[config.mk]
export PLATFORM = sky130hd
export DESIGN_NAME = main_control_fsm
export DESIGN_NICKNAME = d
export VERILOG_FILES = /design/src/rtl/main_control_fsm.sv
export SDC_FILE = /design/constraint.sdc
export NUM_CORES = 1
export LEC_CHECK = 0
export ABC_AREA = 1
export BUFFER_PORTS_ARGS = -buffer_cell sky130_fd_sc_hd__buf_4
export CORE_MARGIN = 5
export CORE_UTILIZATION = 43
export DETAILED_ROUTE_END_ITERATION = 10
export GPL_TIMING_DRIVEN = 0
export MAX_ROUTING_LAYER = met4
export PLACE_DENSITY = 0.81
export SKIP_LAST_GASP = 1
export SYNTH_ARGS = -nofsm -noshare
export SYNTH_HDL_FRONTEND = slang
export SYNTH_SLANG_ARGS = --single-unit
export TNS_END_PERCENT = 1
[constraint.sdc]
create_clock -name clk -period 3.48 [get_ports clk]
set_input_delay 0 -clock clk [delete_from_list [all_inputs] [get_ports clk]]
set_output_delay 0 -clock clk [all_outputs]
set_load 0.01 [all_outputs]
[src/rtl/main_control_fsm.sv]
// Multicycle MIPS main control unit.
// Sequences each instruction through fetch, decode, execute, memory and
// writeback, and drives the datapath mux/enable signals plus the 2-bit
// ULAOp for the ALU control decoder.
// Memory-access states (FETCH, MEMREAD, MEMWRITE) are held for MEM_LAT cycles.
// Optional build macro: BNE_EN adds bne (opcode 0x05) through the BRANCH
// state with the BranchNe output; without it 0x05 is illegal.
module main_control_fsm #(
    parameter int MEM_LAT = 1
) (
    input  logic       clk,
    input  logic       reset,
    input  logic [5:0] Opcode,
    output logic       PCWrite,
    output logic       PCWriteCond,
    output logic       BranchNe,
    output logic       IorD,
    output logic       MemRead,
    output logic       MemWrite,
    output logic       IRWrite,
    output logic       MemtoReg,
    output logic       RegDst,
    output logic       RegWrite,
    output logic       ULASrcA,
    output logic [1:0] ULASrcB,
    output logic [1:0] ULAOp,
    output logic [1:0] PCSource,
    output logic       Illegal,
    output logic [3:0] State
);

    localparam logic [3:0] S_FETCH    = 4'd0;
    localparam logic [3:0] S_DECODE   = 4'd1;
    localparam logic [3:0] S_MEMADDR  = 4'd2;
    localparam logic [3:0] S_MEMREAD  = 4'd3;
    localparam logic [3:0] S_MEMWB    = 4'd4;
    localparam logic [3:0] S_MEMWRITE = 4'd5;
    localparam logic [3:0] S_RTYPE_EX = 4'd6;
    localparam logic [3:0] S_RTYPE_WB = 4'd7;
    localparam logic [3:0] S_BRANCH   = 4'd8;
    localparam logic [3:0] S_JUMP     = 4'd9;
    localparam logic [3:0] S_ADDI_EX  = 4'd10;
    localparam logic [3:0] S_ADDI_WB  = 4'd11;

    localparam logic [5:0] OP_RTYPE = 6'h00;
    localparam logic [5:0] OP_LW    = 6'h23;
    localparam logic [5:0] OP_SW    = 6'h2B;
    localparam logic [5:0] OP_BEQ   = 6'h04;
    localparam logic [5:0] OP_BNE   = 6'h05;
    localparam logic [5:0] OP_J     = 6'h02;
    localparam logic [5:0] OP_ADDI  = 6'h08;

    // Counter value on the final cycle of a memory-access state.
    localparam logic [3:0] LAST_CNT = 4'(MEM_LAT - 1);

    logic [3:0] state_q, state_d;
    logic [3:0] cnt_q, cnt_d;
    logic       last_cycle;
    logic       wait_state;
    logic       op_legal;

    assign last_cycle = (cnt_q == LAST_CNT);
    assign wait_state = (state_q == S_FETCH) || (state_q == S_MEMREAD) ||
                        (state_q == S_MEMWRITE);

    // Opcodes DECODE knows how to dispatch.
    always_comb begin
        op_legal = (Opcode == OP_RTYPE) || (Opcode == OP_LW) || (Opcode == OP_SW) ||
                   (Opcode == OP_BEQ) || (Opcode == OP_J) || (Opcode == OP_ADDI);
`ifdef BNE_EN
        if (Opcode == OP_BNE) begin
            op_legal = 1'b1;
        end
`endif
    end

    // Next-state selection and wait-counter update.
    always_comb begin
        state_d = state_q;
        cnt_d   = 4'd0;
        case (state_q)
            S_FETCH:    if (last_cycle) state_d = S_DECODE;
            S_DECODE: begin
                case (Opcode)
                    OP_RTYPE:      state_d = S_RTYPE_EX;
                    OP_LW, OP_SW:  state_d = S_MEMADDR;
                    OP_BEQ:        state_d = S_BRANCH;
                    OP_J:          state_d = S_JUMP;
                    OP_ADDI:       state_d = S_ADDI_EX;
`ifdef BNE_EN
                    OP_BNE:        state_d = S_BRANCH;
`endif
                    default:       state_d = S_FETCH;
                endcase
            end
            S_MEMADDR:  state_d = (Opcode == OP_SW) ? S_MEMWRITE : S_MEMREAD;
            S_MEMREAD:  if (last_cycle) state_d = S_MEMWB;
            S_MEMWB:    state_d = S_FETCH;
            S_MEMWRITE: if (last_cycle) state_d = S_FETCH;
            S_RTYPE_EX: state_d = S_RTYPE_WB;
            S_RTYPE_WB: state_d = S_FETCH;
            S_BRANCH:   state_d = S_FETCH;
            S_JUMP:     state_d = S_FETCH;
            S_ADDI_EX:  state_d = S_ADDI_WB;
            S_ADDI_WB:  state_d = S_FETCH;
            default:    state_d = S_FETCH;
        endcase
        // Counter restarts on every state entry and only runs while waiting.
        if ((state_d == state_q) && wait_state) begin
            cnt_d = cnt_q + 4'd1;
        end
    end

    // State and wait-counter registers.
    always_ff @(posedge clk or posedge reset) begin
        if (reset) begin
            state_q <= S_FETCH;
            cnt_q   <= 4'd0;
        end else begin
            state_q <= state_d;
            cnt_q   <= cnt_d;
        end
    end

`ifdef BNE_EN
    logic bne_q;

    // Remember whether the decoded branch is a bne.
    always_ff @(posedge clk or posedge reset) begin
        if (reset) begin
            bne_q <= 1'b0;
        end else if (state_q == S_DECODE) begin
            bne_q <= (Opcode == OP_BNE);
        end
    end
`endif

    // Moore output decode; everything is forced low while reset is high.
    always_comb begin
        PCWrite     = 1'b0;
        PCWriteCond = 1'b0;
        BranchNe    = 1'b0;
        IorD        = 1'b0;
        MemRead     = 1'b0;
        MemWrite    = 1'b0;
        IRWrite     = 1'b0;
        MemtoReg    = 1'b0;
        RegDst      = 1'b0;
        RegWrite    = 1'b0;
        ULASrcA     = 1'b0;
        ULASrcB     = 2'b00;
        ULAOp       = 2'b00;
        PCSource    = 2'b00;
        Illegal     = 1'b0;
        if (!reset) begin
            case (state_q)
                S_FETCH: begin
                    MemRead = 1'b1;
                    ULASrcB = 2'b01;
                    IRWrite = last_cycle;
                    PCWrite = last_cycle;
                end
                S_DECODE: begin
                    ULASrcB = 2'b11;
                    Illegal = ~op_legal;
                end
                S_MEMADDR: begin
                    ULASrcA = 1'b1;
                    ULASrcB = 2'b10;
                end
                S_MEMREAD: begin
                    MemRead = 1'b1;
                    IorD    = 1'b1;
                end
                S_MEMWB: begin
                    RegWrite = 1'b1;
                    MemtoReg = 1'b1;
                end
                S_MEMWRITE: begin
                    MemWrite = 1'b1;
                    IorD     = 1'b1;
                end
                S_RTYPE_EX: begin
                    ULASrcA = 1'b1;
                    ULAOp   = 2'b10;
                end
                S_RTYPE_WB: begin
                    RegWrite = 1'b1;
                    RegDst   = 1'b1;
                end
                S_BRANCH: begin
                    ULASrcA     = 1'b1;
                    ULAOp       = 2'b01;
                    PCWriteCond = 1'b1;
                    PCSource    = 2'b01;
`ifdef BNE_EN
                    BranchNe    = bne_q;
`endif
                end
                S_JUMP: begin
                    PCWrite  = 1'b1;
                    PCSource = 2'b10;
                end
                S_ADDI_EX: begin
                    ULASrcA = 1'b1;
                    ULASrcB = 2'b10;
                end
                S_ADDI_WB: begin
                    RegWrite = 1'b1;
                end
                default: begin
                end
            endcase
        end
    end

    assign State = state_q;

endmodule
==> flow_results.xml <==
<?xml version="1.0" encoding="UTF-8"?>
<metrics>
  <group name="run_status">
    <metric name="outcome" unit="">finished, final reports clean</metric>
  </group>
  <group name="worst_setup_path">
    <metric name="timing.critical_path.slowest_cell_delay" unit="ns">0.46</metric>
    <metric name="cp_data_required_time" unit="ns">3.48</metric>
    <metric name="crit_start" unit="">State[2]$_DFF_PP0_</metric>
    <metric name="cp_max_fo" unit="">6</metric>
    <metric name="crit_type" unit="">flip-flop to output pin</metric>
    <metric name="cp_slowest_cell" unit="">sky130_fd_sc_hd__dfrtp_1</metric>
    <metric name="worstReg2RegStart" unit="">State[2]$_DFF_PP0_</metric>
    <metric name="cp_top_family" unit="">simple AND/OR/NAND/NOR gates</metric>
    <metric name="worst_setup_path_start_kind" unit="">flip-flop</metric>
    <metric name="rrSetupSlack" unit="ns">1.97</metric>
    <metric name="r2r_end" unit="">cnt_q[2]$_DFF_PP0_</metric>
    <metric name="critical_path.cell_chain" unit="">nor2_2 &gt; nand2_1 &gt; nor2_1 &gt; inv_1 &gt; a21oi_1 &gt; buf_4</metric>
    <metric name="worstSetupPathDepth" unit="">6</metric>
    <metric name="critical_path.n_buffers_inverters" unit="">2</metric>
    <metric name="cp-endpoint" unit="">PCWrite</metric>
    <metric name="reg2regPathDepth" unit="">7</metric>
    <metric name="worstPathArrival" unit="ns">1.63</metric>
    <metric name="cp-end-kind" unit="">output pin</metric>
  </group>
  <group name="placement">
    <metric name="detailedPlacementHpwl" unit="mm">1.65</metric>
    <metric name="number_of_input_and_output_port_buffers_inserted" unit="">28</metric>
    <metric name="finalWeightedCongestion" unit="">0.927</metric>
    <metric name="placed_cells" unit="">177</metric>
    <metric name="placed_area" unit="mm2">0.00105</metric>
  </group>
  <group name="routing">
    <metric name="drt_drc_violations_left" unit="">0</metric>
    <metric name="met1Wirelength" unit="um">831</metric>
    <metric name="highest_layer" unit="">met4</metric>
    <metric name="route.vias.total" unit="">873</metric>
    <metric name="detailroute.wirelength.met3" unit="um">166</metric>
    <metric name="met2_length" unit="um">892</metric>
    <metric name="wirelength" unit="mm">1.91</metric>
    <metric name="route.detailed.vias_per_inst" unit="">4.82</metric>
    <metric name="postRouteAntennaNets" unit="">0</metric>
    <metric name="drt-initial-drc-count" unit="">20</metric>
    <metric name="routed_wire_length_per_instance" unit="um">10.5</metric>
    <metric name="drt-pass1-iter-count" unit="">4</metric>
  </group>
  <group name="final_layout">
    <metric name="final_nets" unit="">168</metric>
    <metric name="fin_area" unit="mm2">0.00108</metric>
    <metric name="area_delta_synth_final" unit="%">33.9</metric>
    <metric name="antenna_cells" unit="">0</metric>
    <metric name="final_cells" unit="">181</metric>
    <metric name="finalCoreUtilization" unit="">0.613</metric>
    <metric name="fraction_of_layout_instances_using_a_drive_strength_above_1" unit="">0.372</metric>
  </group>
  <group name="global_routing">
    <metric name="grt_pass1_wl" unit="mm">3.46</metric>
    <metric name="initial_antenna_violation_count" unit="">0</metric>
    <metric name="grt_usage" unit="">0.168</metric>
    <metric name="gr-total-overflow" unit="">0</metric>
    <metric name="first_global_vias" unit="">839</metric>
    <metric name="grt_start_max_net_pins" unit="">11</metric>
  </group>
  <group name="die">
    <metric name="fp.dieH" unit="um">53.4</metric>
    <metric name="initial_core_util" unit="">0.458</metric>
    <metric name="placementRows" unit="">15</metric>
    <metric name="ioPinCount" unit="">30</metric>
    <metric name="core" unit="mm2">0.00176</metric>
    <metric name="die_width" unit="um">53.4</metric>
    <metric name="dieArea" unit="mm2">0.00285</metric>
  </group>
  <group name="sta">
    <metric name="finalSetupTns" unit="ns">0</metric>
    <metric name="rsz0062_at_grt" unit="">false</metric>
    <metric name="finClkSkew" unit="ns">0.0119</metric>
    <metric name="timing_hold_violations_final" unit="">0</metric>
    <metric name="fin_worst_hold_slack" unit="ns">0.141</metric>
    <metric name="final-setup-viol-count" unit="">0</metric>
    <metric name="final_min_period_over_clock_period" unit="">0.467</metric>
    <metric name="final_period_minus_worst_setup_slack" unit="ns">1.63</metric>
    <metric name="slew_viol_final" unit="">0</metric>
    <metric name="max_freq" unit="MHz">615</metric>
  </group>
  <group name="power">
    <metric name="leakagePower" unit="nW">0.583</metric>
    <metric name="power_density" unit="mW/mm2">627</metric>
    <metric name="highest_ir_drop_seen_on_vdd" unit="V">0.000313</metric>
  </group>
  <group name="clock_network">
    <metric name="number_of_buffers_between_clock_root_and_the_deepest_sink" unit="">2</metric>
    <metric name="cts_repair_resize_count" unit="">0</metric>
    <metric name="ctsHtreeMaxLevel" unit="">1</metric>
    <metric name="tritoncts" unit="">built</metric>
    <metric name="cts_setup_buffers" unit="">0</metric>
    <metric name="buffer_type_at_the_clock_tree_root" unit="">sky130_fd_sc_hd__clkbuf_4</metric>
    <metric name="clkLatencyLatePin" unit="ns">0.25</metric>
    <metric name="cts_sinks" unit="">8</metric>
    <metric name="clk_pin_slew_worst_paths" unit="ns">0.06</metric>
    <metric name="cts_bufs_inserted" unit="">3</metric>
  </group>
  <group name="yosys">
    <metric name="async_reset_ff_frac" unit="">1.00</metric>
    <metric name="ys_dominant_reg_cell" unit="">sky130_fd_sc_hd__dfrtp_1</metric>
    <metric name="postSynthAreaPerCell" unit="um2">6.52</metric>
    <metric name="synth.cell_area" unit="um2">808</metric>
    <metric name="ys_warn_count" unit="">0</metric>
    <metric name="synth-edff-count" unit="">0</metric>
    <metric name="sequential_element_share_of_the_synthesized_area" unit="">0.248</metric>
    <metric name="synth_top_cell_by_area" unit="">sky130_fd_sc_hd__dfrtp_1</metric>
    <metric name="yosysTopAreaCellShare" unit="">0.248</metric>
    <metric name="synth_nets" unit="">134</metric>
    <metric name="netlist_instances" unit="">124</metric>
    <metric name="synth_cell_types" unit="">28</metric>
    <metric name="synth_seq_cells" unit="">8</metric>
    <metric name="synth_top_cells_by_area" unit="">sky130_fd_sc_hd__dfrtp_1 25%, sky130_fd_sc_hd__nand2_1 12%, sky130_fd_sc_hd__nor2_1 12%</metric>
  </group>
  <group name="min_path">
    <metric name="hold_path.class" unit="">input port to flip-flop</metric>
  </group>
  <group name="run">
    <metric name="max_cap_viol_count" unit="">0</metric>
  </group>
</metrics>
## registers in the layout, summed over array words and instances (netlist names)
name / flops
State: 4
cnt_q: 4
## layer usage
metal,vias up,global-route usage
met3,4,0.0310
met1,379,0.206
met2,35,0.269
met4,0,0.0681
met5,-,-
li1,455,-
## stage by stage
stage          power (mW)  setup WS (ns)
6_report            0.679           1.85
5_1_grt             0.755           1.68
4_1_cts             0.688           1.84
3_5_place_dp        0.615           1.97
3_3_place_gp        0.611           2.00
2_1_floorplan       0.478           2.07
## cell usage after synthesis (3+ instances only)
cell and instances:
sky130_fd_sc_hd__nand2_1 26, sky130_fd_sc_hd__nor2_1 25, sky130_fd_sc_hd__inv_1 13, sky130_fd_sc_hd__dfrtp_1 8, sky130_fd_sc_hd__nand3_1 6, sky130_fd_sc_hd__nor2_2 6
sky130_fd_sc_hd__inv_2 5, sky130_fd_sc_hd__nand2_2 4, sky130_fd_sc_hd__nor3_2 4, sky130_fd_sc_hd__a21oi_1 3
## cell families (layout without fill, tap and decap cells)
family                     count (synthesis)  after routing  share of synthesized area
and+or+nand+nor                           78             78                      0.481
xor gates and xnor gates                   3              3                     0.0325
other                                      1              1                    0.00464
buffers and inverters                     22             54                      0.121
AOI/OAI and AO/OA                         10             10                     0.0821
adders and majority gates                  2              2                     0.0310
DFF                                        8              8                      0.248
## tightest hold or removal path: stages
cell,delay [ns]
sky130_fd_sc_hd__buf_4,0.11
sky130_fd_sc_hd__nor2_1,0.05
sky130_fd_sc_hd__nand2_1,0.10
sky130_fd_sc_hd__nand3_1,0.09
## worst min-delay path by stage
| stage | startpoint | end | slack [ns] | cells past startpoint |
|---|---|---|---|---|
| global placement | reset | State[0]$_DFF_PP0_ | 0.02 | 2 |
| finish | Opcode[2] | State[1]$_DFF_PP0_ | 0.14 | 4 |
| CTS | Opcode[2] | State[1]$_DFF_PP0_ | 0.14 | 4 |
| floorplan | reset | State[0]$_DFF_PP0_ | -0.17 | 1 |
| detailed placement | reset | State[0]$_DFF_PP0_ | 0.01 | 2 |
| global route | Opcode[2] | State[1]$_DFF_PP0_ | 0.17 | 4 |
## final cells by class
type                            count  area, um2
Buffer                              4       30.0
Clock buffer                        3       22.5
Timing Repair Buffer               29        220
Fill cell                         167        682
Sequential cell                     8        200
Multi-Input combinational cell     94        510
Inverter                           18       67.6
Tap cell                           25       31.3
## repair_timing
action / 4_1_cts / 5_1_grt
hold endpoints to repair: 8 / 0
hold buffers: 1 / 0
endpoints found under the setup margin: 0 / 0
## cell usage in the layout (no fill, tap or decap), types with 3 or more instances in the layout
master                     count
sky130_fd_sc_hd__inv_2         5
sky130_fd_sc_hd__buf_4        30
sky130_fd_sc_hd__dfrtp_1       8
sky130_fd_sc_hd__clkbuf_4      3
sky130_fd_sc_hd__nand2_1      26
sky130_fd_sc_hd__a21oi_1       3
sky130_fd_sc_hd__nor2_2        6
sky130_fd_sc_hd__nand2_2       4
sky130_fd_sc_hd__nor2_1       25
sky130_fd_sc_hd__nor3_2        4
sky130_fd_sc_hd__inv_1        13
sky130_fd_sc_hd__nand3_1       6
## where the power goes
part / internal [mW] / switching [mW]
Sequential: 0.115 / 0.0303
Clock: 0.0393 / 0.0286
Combinational: 0.187 / 0.278
Note: power is estimated with default switching activity, not from simulation.
